### src/rtl/uart_pkg.sv
// ---------------------------------------------------------------------------
// uart_pkg
//   Shared definitions for the UART receive path (and a future transmitter):
//   FSM state encoding, default frame/line parameters and the clock divisor
//   used to derive the 16x oversampling tick.
// ---------------------------------------------------------------------------
package uart_pkg;

  localparam int NB_DATA_DEF  = 8;
  localparam int SB_TICK_DEF  = 16;
  localparam int BAUD_DEF     = 19200;
  localparam int CLK_FREQ_DEF = 100_000_000;

  // One-hot receiver states
  typedef enum logic [3:0] {
    IDLE  = 4'b0001,
    START = 4'b0010,
    DATA  = 4'b0100,
    STOP  = 4'b1000
  } state_t;

  // Clock cycles per oversampling tick (truncating division)
  function automatic int calc_divisor(input int clk_freq, input int baud);
    return clk_freq / (baud * 16);
  endfunction

endpackage

### src/rtl/baud_rate_gen.sv
// ---------------------------------------------------------------------------
// baud_rate_gen
//   Free-running 16x oversampling tick generator. The counter runs
//   0..DIVISOR-1 and wraps; o_tick is high for the single cycle in which the
//   count equals DIVISOR-1. It is never realigned to the serial frames.
//
//   Ports:
//     i_clock  - system clock (rising edge)
//     i_reset  - asynchronous active-low reset
//     o_tick   - one-cycle pulse at BAUD*16 rate
// ---------------------------------------------------------------------------
module baud_rate_gen
  import uart_pkg::*;
#(
  parameter int CLK_FREQ = CLK_FREQ_DEF,
  parameter int BAUD     = BAUD_DEF
) (
  input  logic i_clock,
  input  logic i_reset,
  output logic o_tick
);

  localparam int DIVISOR = calc_divisor(CLK_FREQ, BAUD);
  localparam int CW      = (DIVISOR > 1) ? $clog2(DIVISOR) : 1;

  logic [CW-1:0] r_cnt;
  logic          w_wrap;

  assign w_wrap = (r_cnt == CW'(DIVISOR - 1));
  assign o_tick = w_wrap;

  always_ff @(posedge i_clock or negedge i_reset) begin
    if (!i_reset) begin
      r_cnt <= '0;
    end else if (w_wrap) begin
      r_cnt <= '0;
    end else begin
      r_cnt <= r_cnt + 1'b1;
    end
  end

endmodule

### src/rtl/uart_rx.sv
// ---------------------------------------------------------------------------
// uart_rx
//   8N1 UART receiver with 16x oversampling. Each good frame updates o_dato
//   with a one-cycle o_valid pulse; a low stop bit gives a one-cycle
//   o_frame_err pulse and leaves o_dato untouched.
//
//   Ports:
//     i_clock      - system clock (rising edge)
//     i_reset      - asynchronous active-low reset
//     i_rx         - asynchronous serial input, idles high
//     o_dato       - last correctly received byte
//     o_valid      - one-cycle pulse with each o_dato update
//     o_frame_err  - one-cycle pulse when the stop bit is sampled low
// ---------------------------------------------------------------------------
module uart_rx
  import uart_pkg::*;
#(
  parameter int NB_DATA  = NB_DATA_DEF,
  parameter int SB_TICK  = SB_TICK_DEF,
  parameter int CLK_FREQ = CLK_FREQ_DEF,
  parameter int BAUD     = BAUD_DEF
) (
  input  logic               i_clock,
  input  logic               i_reset,
  input  logic               i_rx,
  output logic [NB_DATA-1:0] o_dato,
  output logic               o_valid,
  output logic               o_frame_err
);

  localparam int NW = (NB_DATA > 1) ? $clog2(NB_DATA) : 1;

  logic               r_rx_meta;
  logic               r_rx_sync;
  logic               w_tick;
  state_t             r_state;
  logic [3:0]         r_s_cnt;
  logic [NW-1:0]      r_n;
  logic [NB_DATA-1:0] r_b;
  logic [NB_DATA-1:0] r_dato;
  logic               r_valid;
  logic               r_frame_err;

  baud_rate_gen #(
    .CLK_FREQ(CLK_FREQ),
    .BAUD    (BAUD)
  ) u_baud_rate_gen (
    .i_clock(i_clock),
    .i_reset(i_reset),
    .o_tick (w_tick)
  );

  // Two-flop synchroniser; resets to the idle (high) line level
  always_ff @(posedge i_clock or negedge i_reset) begin
    if (!i_reset) begin
      r_rx_meta <= 1'b1;
      r_rx_sync <= 1'b1;
    end else begin
      r_rx_meta <= i_rx;
      r_rx_sync <= r_rx_meta;
    end
  end

  always_ff @(posedge i_clock or negedge i_reset) begin
    if (!i_reset) begin
      r_state     <= IDLE;
      r_s_cnt     <= '0;
      r_n         <= '0;
      r_b         <= '0;
      r_dato      <= '0;
      r_valid     <= 1'b0;
      r_frame_err <= 1'b0;
    end else begin
      r_valid     <= 1'b0;
      r_frame_err <= 1'b0;
      case (r_state)
        IDLE: begin
          if (!r_rx_sync) begin
            r_state <= START;
            r_s_cnt <= '0;
          end
        end
        START: begin
          if (w_tick) begin
            // Eight ticks in: centre of the start bit. A high line here means
            // the falling edge was a glitch, so drop back silently.
            if (r_s_cnt == 4'd7) begin
              if (!r_rx_sync) begin
                r_state <= DATA;
                r_s_cnt <= '0;
                r_n     <= '0;
              end else begin
                r_state <= IDLE;
                r_s_cnt <= '0;
              end
            end else begin
              r_s_cnt <= r_s_cnt + 4'd1;
            end
          end
        end
        DATA: begin
          if (w_tick) begin
            if (r_s_cnt == 4'd15) begin
              // LSB-first line: shift in at the MSB so bit 0 lands last
              r_b     <= {r_rx_sync, r_b[NB_DATA-1:1]};
              r_s_cnt <= '0;
              r_n     <= r_n + 1'b1;
              if (r_n == NW'(NB_DATA - 1)) begin
                r_state <= STOP;
              end
            end else begin
              r_s_cnt <= r_s_cnt + 4'd1;
            end
          end
        end
        STOP: begin
          if (w_tick) begin
            if (r_s_cnt == 4'(SB_TICK - 1)) begin
              if (r_rx_sync) begin
                r_dato  <= r_b;
                r_valid <= 1'b1;
              end else begin
                r_frame_err <= 1'b1;
              end
              r_state <= IDLE;
              r_s_cnt <= '0;
            end else begin
              r_s_cnt <= r_s_cnt + 4'd1;
            end
          end
        end
        default: begin
          r_state <= IDLE;
          r_s_cnt <= '0;
          r_n     <= '0;
        end
      endcase
    end
  end

  assign o_dato      = r_dato;
  assign o_valid     = r_valid;
  assign o_frame_err = r_frame_err;

endmodule

### config.mk
export PLATFORM = sky130hd
export DESIGN_NAME = uart_rx
export DESIGN_NICKNAME = d
export VERILOG_FILES = /design/src/rtl/uart_pkg.sv /design/src/rtl/baud_rate_gen.sv /design/src/rtl/uart_rx.sv
export SDC_FILE = /design/constraint.sdc
export NUM_CORES = 1
export LEC_CHECK = 0
export BUFFER_PORTS_ARGS = -buffer_cell sky130_fd_sc_hd__buf_2
export CAP_MARGIN = 20
export CORE_ASPECT_RATIO = 1.25
export CORE_MARGIN = 2
export CORE_UTILIZATION = 55
export CTS_BUF_LIST = sky130_fd_sc_hd__clkbuf_16
export CTS_CLUSTER_SIZE = 24
export DETAILED_ROUTE_END_ITERATION = 12
export PLACE_DENSITY = 0.84
export RECOVER_POWER = 100
export SLEW_MARGIN = 0
export SYNTH_ARGS = -nofsm -noshare
export SYNTH_HDL_FRONTEND = slang
export SYNTH_SLANG_ARGS = --single-unit
### constraint.sdc
create_clock -name i_clock -period 3.3 [get_ports i_clock]
set_clock_uncertainty 0.2 [all_clocks]
set_input_delay 0 -clock i_clock [delete_from_list [all_inputs] [get_ports i_clock]]
set_output_delay 0 -clock i_clock [all_outputs]
set_load 0.05 [all_outputs]
Word-level counts from Yosys, hierarchy flattened
Cells that the tools add are included.

word-level totals
  register bits = 40
  input port bits = 3
  output and inout port bits = 10
  logic and storage cells = 70

cells by class
  add/sub/neg operators = 3
  equal/unequal tests = 18
  multiplexer cells = 31
  bitwise operators = 1
  reductions and logical operators = 7

operators by type and width
  kind                                           number
  2-to-1 mux 4 bit                               13
  2-to-1 mux 3 bit                               6
  one-hot mux 4 bit (4 select lines)             1
  != test 2 bit, second input constant           6
  one-hot mux 4 bit (3 select lines)             1
  adder 9 x 1 -> 9 bit, second input constant    1
  == test 9 bit, second input constant           1
  2-to-1 mux 9 bit                               1
  one-hot mux 3 bit (3 select lines)             1
  == test 4 x 3 -> 1 bit, second input constant  2
  == test 4 bit, second input constant           2
  2-to-1 mux 1 bit                               8
  != test 2 x 1 -> 1 bit, second input constant  4
  AND reduction 8 bit                            1
  AND reduction 3 bit                            2
  AND reduction 6 bit                            1
  adder 4 x 1 -> 4 bit, second input constant    1
  == test 4 x 1 -> 1 bit, second input constant  1
  == test 4 x 2 -> 1 bit, second input constant  1
  AND reduction 4 bit                            1
  OR reduction 2 bit                             2
  adder 3 x 1 -> 3 bit, second input constant    1
  == test 3 bit, second input constant           1
  NOT 1 bit                                      1

Depth between registers and ports, before layout
  depth in word-level cells = 5
  depth in mapped cells = 8
  mapped depth without buffers = 7

Cells and area by module
A second synthesis with hierarchy kept.

unflattened totals
  cell total of the unflattened synthesis = 188
  area, all modules = 1968.1 µm²

modules (own cells, without submodules)
  module         times used  cells an instance  area each (µm²)  seq. area each (µm²)
  uart_rx        1           147                1544.0           779.5
  baud_rate_gen  1           41                 424.2            225.2

Worst setup path before layout
Ideal clock, no wire load.

  kind = register -> register
  start = register u_baud_rate_gen.r_cnt[0]
  end = register r_dato[0], in the netlist o_dato[0]
  setup time = 0.125 ns
  arrival time = 1.838 ns
  data required time = 2.975 ns
  path slack = 1.137 ns
  stages on the path, launching flop included = 9
  buffers on the path = 1
  clock period less this slack = 2.163 ns
  cell sequence = dfrtp_1 -> inv_1 -> ha_1 -> nor4b_2 -> and4_1 -> buf_6 -> nand2_4 -> nor3_4 -> mux2_2

between the ends
  cells in the longest elaborated chain, start to end = 2

ends and longest elaborated chain
  what                                  line                 text
  start: declaration                    baud_rate_gen.sv:26  logic [CW-1:0] r_cnt;
  start signal: assignment              baud_rate_gen.sv:38  r_cnt <= r_cnt + 1'b1;
  == test 9 bit                         baud_rate_gen.sv:29  assign w_wrap = (r_cnt == CW'(DIVISOR - 1));
  AND reduction 4 bit (no source line)  n/a
  end signal: assignment                uart_rx.sv:120       r_dato <= r_b;
  end: declaration                      uart_rx.sv:40        logic [NB_DATA-1:0] r_dato;

No other way between the ends.
A chain may end at the register's enable or synchronous reset.

Worst setup path after layout
  start = register u_baud_rate_gen.r_cnt[0]
  end = register r_dato[1], in the netlist o_dato[1]

Same word-level chain as after synthesis.

==> out/summary.txt <==
GRT Overall Usage - 20.5%
Worst Path Required - 3260 ps
CTS Buffer Depth - 2
initial antenna violation count - 0
clk_lat worst skew - 280 ps
crit path DAT - 2590 ps
die height - 70.4 um
post-synthesis xor/xnor area fraction - 4.51%
leakage dissipation - 0.00101 uW
Die X - 57.1 um
proportion of layout cells with a drive suffix above 1 - 21.7%
Antenna diodes - 0
clock root buffer - clkbuf_16
# DRC - 0
Post-Syn Nets - 176
Adder-Cell Fraction of Synth Area - 3.22%
final worst slack - 670 ps
CP max FO - 10
unrepaired setup endpoints after global routing - false
Period minus WS final - 2630 ps
Sw Ratio - 24.2%
Least-Margin Pin Slew - 2000 ps
setup tns final - 0 ps
pre-CTS setup slack - 811 ps
worst path cell trace - inv_1 > ha_1 > nor4b_1 > and4_1 > nand2_4 > nor3_4 > mux2_2
Psw - 298 uW
FMAX - 0.380 GHz
Initial Util - 56.7%
share of power burned in registers - 44.7%
# Post-CTS Setup Buffers - 0
Final Hold Violating Endpoints - 0
Int Pwr - 935 uW
placer congestion estimate - 0.777
CTS buffer count - 5
Wirelength per Cell - 16.2 um
main combinational cell family by area after synthesis - simple AND/OR/NAND/NOR gates
Buf/Inv on CP - 1
hold crit path type - flop to flop
Clk pwr share - 43.6%
port bufs - 12
Power Density - 567 nW/um2
area leader, netlist - dfrtp_1
Post-DRT Antenna Nets - 0
Post-DP HPWL - 2510 um
Synth top area share - 47.7%
CTS tree - built
Post-Synth Simple-Gate Area - 18.5%
die area - 4030 um2
Most used DFF post-synth - dfrtp_1
kind of critical path - flop to flop
I/O pin count - 13
critical path capture point type - flop
Max-cap violations - 1
Avg Cell Area, Syn - 11.6 um2
post-synthesis compound-gate area fraction - 8.12%
Worst VDD drop - 479 uV
PostCTS Resize Cnt - 0
Met2 Wirelength - 1910 um
# hold bufs at CTS - 2
# clock sinks - 40
area grow syn2layout - 12.0%
Highest Signal Layer - met4
EDFF count, synth - 0
Area after DPL - 2010 um2
number of synthesized register bits - 40
logic gate share of total power - 11.7%
Iter 0 DRT Violations - 42
fin. max-slew vios - 41
Reg clk slew, reported paths - 60 ps
global-route wire length before repair - 6310 um
Max transition margin - -33.3%
CP peak stage delay - 500 ps
failing checks - capacitance limit, slew limit
Nets - 191
final instance area - 2170 um2
Top delay family on crit path - simple AND/OR/NAND/NOR gates
vias in the first global route - 1398
final period utilization - 79.7%
mux share of post-synthesis cell area - 11.0%
1st-pass router iterations - 4
Mapped Cells - 168
Syn. warnings - 0
core region area - 3420 um2
Remaining Overflow, GRT - 0
final hold slack - 158 ps
outcome - finished with violations
Pwr Total - 1230 uW
pin count of the biggest net entering global routing - 41
row count - 24
Post-Syn Area - 1940 um2
vias - 1326
crit start category - flop
met3 WL post-DR - 133 um
final WL - 3600 um
ys async rst share - 100%
Cell variety after synth - 43
post-route met1 wirelength - 1520 um
vias per cell - 5.95
H-tree depth - 2
setup violators final - 0
largest cells by area after synthesis - dfrtp_1, mux2_2, dfstp_2
slowest library cell on the worst path - and4_1
post-synthesis sequential area ratio - 51.7%
kinds of logic (layout without fill, tap and decap cells):
kind of cell / count (synthesis) / after routing
AND/OR/NAND/NOR: 60 / 60
flip-flops: 40 / 40
AO/OA/AOI/OAI: 23 / 23
multiplexers: 19 / 19
buffers and inverters: 11 / 27
XOR/XNOR: 10 / 10
adder cells (fa/ha/maj): 5 / 5
sequential cells by signal, indices dropped and copies added (netlist names):
name	count
r_rx_sync	1
u_baud_rate_gen.r_cnt	9
r_b	8
o_frame_err	1
r_s_cnt	4
o_dato	8
r_rx_meta	1
r_state	4
r_n	3
o_valid	1
stage by stage:
step	std cells	util (%)
global placement	213	58.8
global route	223	63.5
detailed placement	213	58.8
floorplan	168	-
finish	223	63.5
CTS	223	64.3
metal layers:
layer / GRT usage [%] / vias up
met5: 0 / -
met4: 6.98 / 0
met3: 5.93 / 7
met2: 34.1 / 35
met1: 25.3 / 657
li1: - / 627
cells in the final DEF, fill, tap and decap left out, types with 4 or more instances in the layout:
cell type | Yosys | routed
xnor2_1 | 6 | 6
inv_1 | 5 | 5
nor3_1 | 4 | 4
nand2b_1 | 4 | 4
nand2_1 | 6 | 6
xor2_1 | 4 | 4
clkbuf_16 | 0 | 5
nand3_1 | 6 | 6
ha_1 | 5 | 5
o31ai_1 | 4 | 4
clkbuf_1 | 3 | 11
nor2_1 | 16 | 16
dfrtp_1 | 37 | 37
o21ai_0 | 4 | 4
mux2_2 | 19 | 19
power groups by stage:
stage	Sequential, uW	Clock (uW)	Combinational [uW]
finish	551	538	144
CTS	548	545	144
global route	553	563	161
floorplan	528	0	136
detailed placement	555	0	142
global placement	551	0	135
final cells by class:
cell class / instances / area, um2
Tap cell: 39 / 48.8
Timing Repair Buffer: 14 / 66.3
Clock buffer: 5 / 125
Multi-Input combinational cell: 117 / 868
Fill cell: 288 / 1250
Sequential cell: 40 / 1000
Inverter: 5 / 18.8
Clock inverter: 3 / 42.5
Yosys cell counts (all sizes together), types with 3 or more instances:
cell,n
xor2,4
dfstp,3
ha,5
mux2,19
nor3,6
a21oi,3
xnor2,6
inv,5
nand3,6
o21ai,4
o22ai,3
nand2,7
o31ai,4
nor2,16
buf,3
nand2b,4
clkbuf,3
and3,4
dfrtp,37
final timing paths:
| kind | from | to | slack [ps] | cells past startpoint |
|---|---|---|---|---|
| hold / removal | r_rx_meta$_DFF_PN1_ | r_rx_sync$_DFF_PN1_ | 160 | 0 |
| min in group asynchronous | i_reset | r_s_cnt[0]$_DFFE_PN0P_ | 630 | 2 |
| max in group asynchronous | i_reset | o_dato[0]$_DFFE_PN0P_ | 1130 | 2 |
| setup / recovery | u_baud_rate_gen.r_cnt[0]$_DFF_PN0_ | o_dato[1]$_DFFE_PN0P_ | 670 | 7 |
| hold reg to reg | r_rx_meta$_DFF_PN1_ | r_rx_sync$_DFF_PN1_ | 160 | 0 |
| setup reg to reg | u_baud_rate_gen.r_cnt[0]$_DFF_PN0_ | o_dato[1]$_DFFE_PN0P_ | 670 | 7 |
(Power assumes the default switching activity.)
